<file path="src/rtl/data_sram_like_ctrl.sv">
// data_sram_like_ctrl: M-stage load/store to SRAM-like req/addr_ok/data_ok bridge with pipeline stall
module data_sram_like_ctrl #(
    parameter int CNT_W = 32
) (
    input  logic             clk,
    input  logic             rst,
    input  logic             mem_en,
    input  logic [3:0]       mem_wen,
    input  logic [31:0]      mem_addr,
    input  logic [31:0]      mem_wdata,
    input  logic [1:0]       mem_size,
    input  logic             pipe_stall,
    input  logic             flush_except,
    output logic [31:0]      mem_rdata,
    output logic             stallreq_from_mem,
    output logic             data_req,
    output logic             data_wr,
    output logic [1:0]       data_size,
    output logic [31:0]      data_addr,
    output logic [31:0]      data_wdata,
    input  logic             data_addr_ok,
    input  logic             data_data_ok,
    input  logic [31:0]      data_rdata,
    output logic [CNT_W-1:0] stall_cycles
);
    typedef enum logic [1:0] {IDLE, ADDR, DATA, HOLD} state_t;

    state_t      state;
    logic [31:0] rdata_buf;
    logic [31:0] req_addr;
    logic [31:0] req_wdata;
    logic [1:0]  req_size;
    logic        req_wr;
    logic        abort;
    logic        issue;

    // Request fields pass through in IDLE and come from the captured copy while the request waits
    always_comb begin
        issue             = state == IDLE && mem_en && !flush_except;
        data_req          = issue || state == ADDR;
        data_wr           = state == IDLE ? |mem_wen : req_wr;
        data_size         = state == IDLE ? mem_size : req_size;
        data_addr         = state == IDLE ? mem_addr : req_addr;
        data_wdata        = state == IDLE ? mem_wdata : req_wdata;
        stallreq_from_mem = issue || state == ADDR || (state == DATA && !data_data_ok);
        mem_rdata         = (state == DATA && data_data_ok) ? data_rdata : rdata_buf;
    end

    // Handshake FSM, request capture, load-data buffer and saturating stall counter
    always_ff @(posedge clk) begin
        if (!rst) begin
            state        <= IDLE;
            rdata_buf    <= '0;
            req_addr     <= '0;
            req_wdata    <= '0;
            req_size     <= '0;
            req_wr       <= 1'b0;
            abort        <= 1'b0;
            stall_cycles <= '0;
        end else begin
            if (stallreq_from_mem && !(&stall_cycles))
                stall_cycles <= stall_cycles + CNT_W'(1);
            case (state)
                IDLE: if (issue) begin
                    req_wr    <= |mem_wen;
                    req_size  <= mem_size;
                    req_addr  <= mem_addr;
                    req_wdata <= mem_wdata;
                    state     <= data_addr_ok ? DATA : ADDR;
                end
                ADDR: begin
                    if (flush_except) abort <= 1'b1;
                    if (data_addr_ok) state <= DATA;
                end
                DATA: if (data_data_ok) begin
                    rdata_buf <= data_rdata;
                    abort     <= 1'b0;
                    state     <= (!abort && pipe_stall) ? HOLD : IDLE;
                end else if (flush_except) begin
                    abort <= 1'b1;
                end
                HOLD: if (!pipe_stall) state <= IDLE;
                default: state <= IDLE;
            endcase
        end
    end
endmodule

</file>
<file path="config.mk">
export PLATFORM = sky130hd
export DESIGN_NAME = data_sram_like_ctrl
export DESIGN_NICKNAME = d
export VERILOG_FILES = /design/src/rtl/data_sram_like_ctrl.sv
export SDC_FILE = /design/constraint.sdc
export NUM_CORES = 1
export LEC_CHECK = 0
export ABC_AREA = 1
export BUFFER_PORTS_ARGS = -buffer_cell sky130_fd_sc_hd__buf_4
export CAP_MARGIN = 20
export CORE_MARGIN = 5
export CORE_UTILIZATION = 49
export DETAILED_ROUTE_END_ITERATION = 12
export PLACE_DENSITY = 0.84
export SLEW_MARGIN = 20
export SYNTH_ARGS = -nofsm -noshare
export SYNTH_HDL_FRONTEND = slang
export SYNTH_SLANG_ARGS = --single-unit
</file>
<file path="constraint.sdc">
create_clock -name clk -period 2.2 [get_ports clk]
set_clock_uncertainty 0.1 [all_clocks]
set_input_delay 0.33 -clock clk [delete_from_list [all_inputs] [get_ports clk]]
set_output_delay 0.33 -clock clk [all_outputs]
set_load 0.01 [all_outputs]
</file>
=== Word-level counts from Yosys, hierarchy flattened ===
Cells that the tools add are included.

* Latch bits: 0
* Memory bits (writable): 0
* Word-level logic and storage cells: 50
* Bits in registers: 134
* Memories: 0
* Input bits: 109
* Output and inout bits: 133
* ROM bits: 0

* Equal/unequal tests: 7
* Shift operators: 0
* Multiply operators: 0
* Divide/modulo/power cells: 0
* Add/subtract/negate cells: 1
* Bitwise operators: 0
* $lt $le $gt $ge: 0
* Multiplexer cells: 15
* Reduce and logical (&&, ||, !) cells: 19

{| class="wikitable"
|+ Operator list
! cell !! number
|-
| two-way mux 32 bit || 3
|-
| adder 32 x 1 -> 32 bit, second input constant || 1
|-
| AND reduction 32 bit || 1
|-
| two-way mux 2 bit || 7
|-
| != test 2 bit, second input constant || 4
|-
| case mux 2 bit (4 select lines) || 1
|-
| logical AND 1 bit || 6
|-
| == test 2 bit, second input constant || 2
|-
| logical NOT 1 bit || 4
|-
| AND reduction 2 bit || 2
|-
| AND reduction 4 bit || 1
|-
| OR reduction 4 bit || 1
|-
| two-way mux 1 bit || 3
|-
| == test 2 x 1 -> 1 bit, second input constant || 1
|-
| logical NOT 2 bit || 1
|-
| logical OR 1 bit || 2
|-
| case mux 1 bit (2 select lines) || 1
|-
| nonzero test 2 bit || 1
|}

=== Logic depth before layout (Yosys ltp) ===
* Depth after elaboration: 6
* Gate-level depth with buffers: 11
* Mapped depth without buffers: 10

=== Least setup slack after synthesis ===
No wires, ideal clock.

* Path type: flip-flop to output port
* From: register state[0]
* To: output data_wdata[11]
* Path buffers: 3
* Stages on the path, launching flop included: 9
* Setup slack: 0.197 ns
* Data arrival time: 1.573 ns
* Required time: 1.770 ns
* Cell sequence: dfxtp_1 -> inv_1 -> ha_1 -> buf_2 -> inv_1 -> clkbuf_1 -> buf_1 -> nand2_1 -> nand2_1

* Word-level cells in the longest chain between the ends: 2

{| class="wikitable"
|+ RTL lines
! what !! line !! source
|-
| start: declaration || 28 || <nowiki>state_t state;</nowiki>
|-
| start signal: assignment || 69 || <nowiki>state <= data_addr_ok ? DATA : ADDR;</nowiki>
|-
| start signal: assignment || 78 || <nowiki>state <= (!abort && pipe_stall) ? HOLD : IDLE;</nowiki>
|-
| logical NOT 2 bit || 44 || <nowiki>data_wdata = state == IDLE ? mem_wdata : req_wdata;</nowiki>
|-
| two-way mux 32 bit || 44 ||
|-
| end: declaration || 20 || <nowiki>output logic [31:0] data_wdata,</nowiki>
|}

Every way passes these cells.

=== Final worst setup path ===
* From: register state[0]
* To: output mem_rdata[28]

* Word-level cells in the longest chain between the ends: 3

{| class="wikitable"
|+ RTL lines
! what !! line !! source
|-
| == test 2 bit || 46 || <nowiki>mem_rdata = (state == DATA && data_data_ok) ? data_rdata : rdata_buf;</nowiki>
|-
| logical AND 1 bit || 46 ||
|-
| two-way mux 32 bit || 46 ||
|-
| end: declaration || 14 || <nowiki>output logic [31:0] mem_rdata,</nowiki>
|}

Every way passes these cells.

==> impl_results.md <==
* Post-synthesis cell area at 6550 µm²
* Tot GR Track Use at 25.3%
* Vias in the first global route at 6737
* Clock power frac at 22.4%
* Hpwl dp at 13600 µm
* Post-layout power at between 10 and 15 mW
* Std cell rows at 42
* Worst-path cell with the longest stage delay: dfxtp_2
* Failing checks: negative setup slack
* Post-synthesis cell count at between 1000 and 1500
* Slew headroom at 44.8%
* WP depth at 9
* Final Worst Setup Slack at -0.0704 ns
* Synthesized flop and latch total at 134
* R2R cell count at 9
* Fin. Hold Viols at 0
* CP most frequent cell: buf_6
* Slew @ Worst Pin at 0.828 ns
* Gpl congestion at 0.941
* Clk sinks at between 100 and 150
* Critical path peak fanout at 7
* Psw at 4.42 mW
* Initial antenna violation count at 0
* Largest net degree at the start of global routing at 90
* Net Sw Frac at 37.1%
* CORE AREA at 13200 µm²
* Layout cells sized above 1 at 31.9%
* Fmax at 440 MHz
* Cts bufs inserted at 17
* Status: finished, violations left
* WL/cell at between 15 and 20 µm
* Final setup viols at 27
* Register area share after synthesis at a little over 40%
* Max Slew Vio Count at 0
* Crit end category: primary output
* Layout Nets at 1402
* DIE AREA at ~16000 µm²
* Yosys Warn Count at 0
* Initial DRC Count at 630
* DR vias at 7624
* First-pass GRT wire length at 33000 µm
* DR pass1 iterations at 5
* CP Buf/Inv Count at 5
* I/O Buffers at 241
* Register share of total power at 25.4%
* Die X at 126 µm
* Cell-internal power at 7.49 mW
* Die height at 126 µm
* Vias/cell at 5.17
* Cell Pwr Density at 1200 nW/µm²
* Antenna fix cells at 0
* # hold bufs at CTS at 0
* CTS root buf: clkbuf_16
* Critical path arrival at 1.84 ns
* Comb power frac at 52.2%
* Final period util at 103%
* Most frequent cells in the layout: nand2_1, buf_4, nor2_1
* Worst setup SP type: flip-flop
* Post-synth cell types at 25
* Hold Path Class: in2reg
* Clk slew on worst S/H paths at 0.06 ns
* WS Path Type: reg2out
* Net Count, Synth at between 1000 and 1500
* Final Routed Wirelength at 23600 µm
* GRT Residual Overflow at 0
* Synthesized area per cell at 6.37 µm²
* Cell family with most CP delay: buffers and inverters
* RSZ-0062 raised after global routing: true
* Clk buf depth at 2
* Non-Filler Instances at 1475
* Fin Setup TNS at -0.774 ns
* Number of max-cap violations at 0
* TritonCTS clock tree: built
* Post-route DRC at 0
* Htree depth at 4
* Ports at 242
* Leak Pwr at around 4.9 nW
* Fin crit period at 2.27 ns
* Placed Instances at 1408
* DRT antenna net count at 0
* Maximum VDD drop at just over 0.8 mV
* Starting Density at 49.6%
* Most common cell after layout, fill and taps aside: nand2_1
* Slowest stage delay, CP at between 0.3 and 0.4 ns
* WHS Path Cells at 3
* Critical path required time at 1.77 ns
* Cells along the critical path: inv_4 -> ha_4 -> nand2_4 -> inv_6 -> buf_6 -> or2_4 -> o21ai_2 -> inv_1 -> buf_6
* P&R area growth vs syn at 51.1%
* Layout Utilization at around 75%
* Worst-Skew Late Latency at 0.42 ns
final cells by class:
class                           instances  area [µm²]
Clock buffer                           26         499
Clock inverter                          4        45.0
Inverter                               68         268
Tap cell                              176         220
Sequential cell                       134        2690
Timing Repair Buffer                  298        2540
Multi-Input combinational cell        769        3630
Fill cell                            1016        3300
path summary, 6_finish.rpt:
| kind | from | end | slack [ns] |
|---|---|---|---|
| max | state[0]$_SDFFE_PN0P_ | mem_rdata[28] | -0.07 |
| min | data_rdata[27] | rdata_buf[27]$_SDFFE_PN0P_ | 0.06 |
| max reg2reg | stall_cycles[0]$_SDFFE_PN0P_ | stall_cycles[26]$_SDFFE_PN0P_ | 0.20 |
| min reg2reg | req_wdata[18]$_SDFFE_PN0P_ | req_wdata[18]$_SDFFE_PN0P_ | 0.38 |
cells in the mapped netlist:
master	number	share of area [%]
a211oi_1	1	0.11
a21oi_1	34	2.6
a31oi_1	3	0.29
and2_1	1	0.096
buf_1	3	0.17
buf_2	9	0.69
buf_6	4	0.69
clkbuf_1	40	2.3
dfxtp_1	134	41
ha_1	5	0.96
inv_1	66	3.8
inv_2	2	0.11
nand2_1	289	17
nand2_2	3	0.29
nand3_1	38	2.9
nand3_2	1	0.15
nand3_4	1	0.27
nand4_1	9	0.86
nor2_1	237	14
nor2_2	1	0.096
nor2_4	3	0.52
o21ai_0	103	7.9
or2_2	33	3.2
xnor2_1	2	0.27
xor2_1	5	0.67
sequential cells by signal, summed over array words and instances, names as in the netlist:
register      flops
req_size          2
req_wr            1
abort             1
req_wdata        32
state             2
rdata_buf        32
stall_cycles     32
req_addr         32
kinds of logic (layout without fill, tap and decap cells):
| group | Yosys count | in the layout | synth area share, % |
|---|---|---|---|
| AOI/OAI and AO/OA | 141 | 141 | 10.9 |
| xor gates and xnor gates | 7 | 7 | 0.937 |
| adders and majority gates | 5 | 5 | 0.956 |
| buffers and inverters | 124 | 396 | 7.74 |
| DFF | 134 | 134 | 41.0 |
| and+or+nand+nor | 616 | 616 | 38.5 |
layer usage:
metal	GRT usage (%)	part of all wire, %	vias up
met5	0	0	-
met4	10.0	4.2	0
met3	7.55	7.3	74
met2	42.4	50	343
met1	30.3	38	3481
li1	-	-	3726
timing repair:
| item | in CTS | in global routing |
|---|---|---|
| buffers inserted | 10 | 19 |
| gates cloned | 3 | 5 |
| endpoints found under the setup margin | 78 | 80 |
| gates resized for setup | 92 | 80 |
| pin swaps | 2 | 7 |
power groups by stage:
stage	registers (mW)	logic, mW	clock network [mW]
after floorplan	3.01	2.53	0
final	3.03	6.21	2.66
after detailed placement	3.04	4.60	0
after CTS	2.99	5.16	2.68
after global placement	3.03	4.56	0
after global routing	3.06	6.67	2.81
per-stage QoR:
step / hold WS (ns) / setup slack (ns) / instance area, µm²
global placement: 0.362 / 0.132 / 8530
detailed placement: 0.372 / 0.144 / 8530
finish: 0.0613 / -0.0704 / 9890
CTS: 0.0440 / -0.0184 / 9410
floorplan: 0.355 / 0.197 / 6550
global route: 0.0621 / -0.113 / 9890
worst min-delay path, stage by stage:
cell,delay [ns]
buf_4,0.08
o21ai_2,0.06
nor2_1,0.07
No activity file was read; power rests on OpenSTA's default activity.
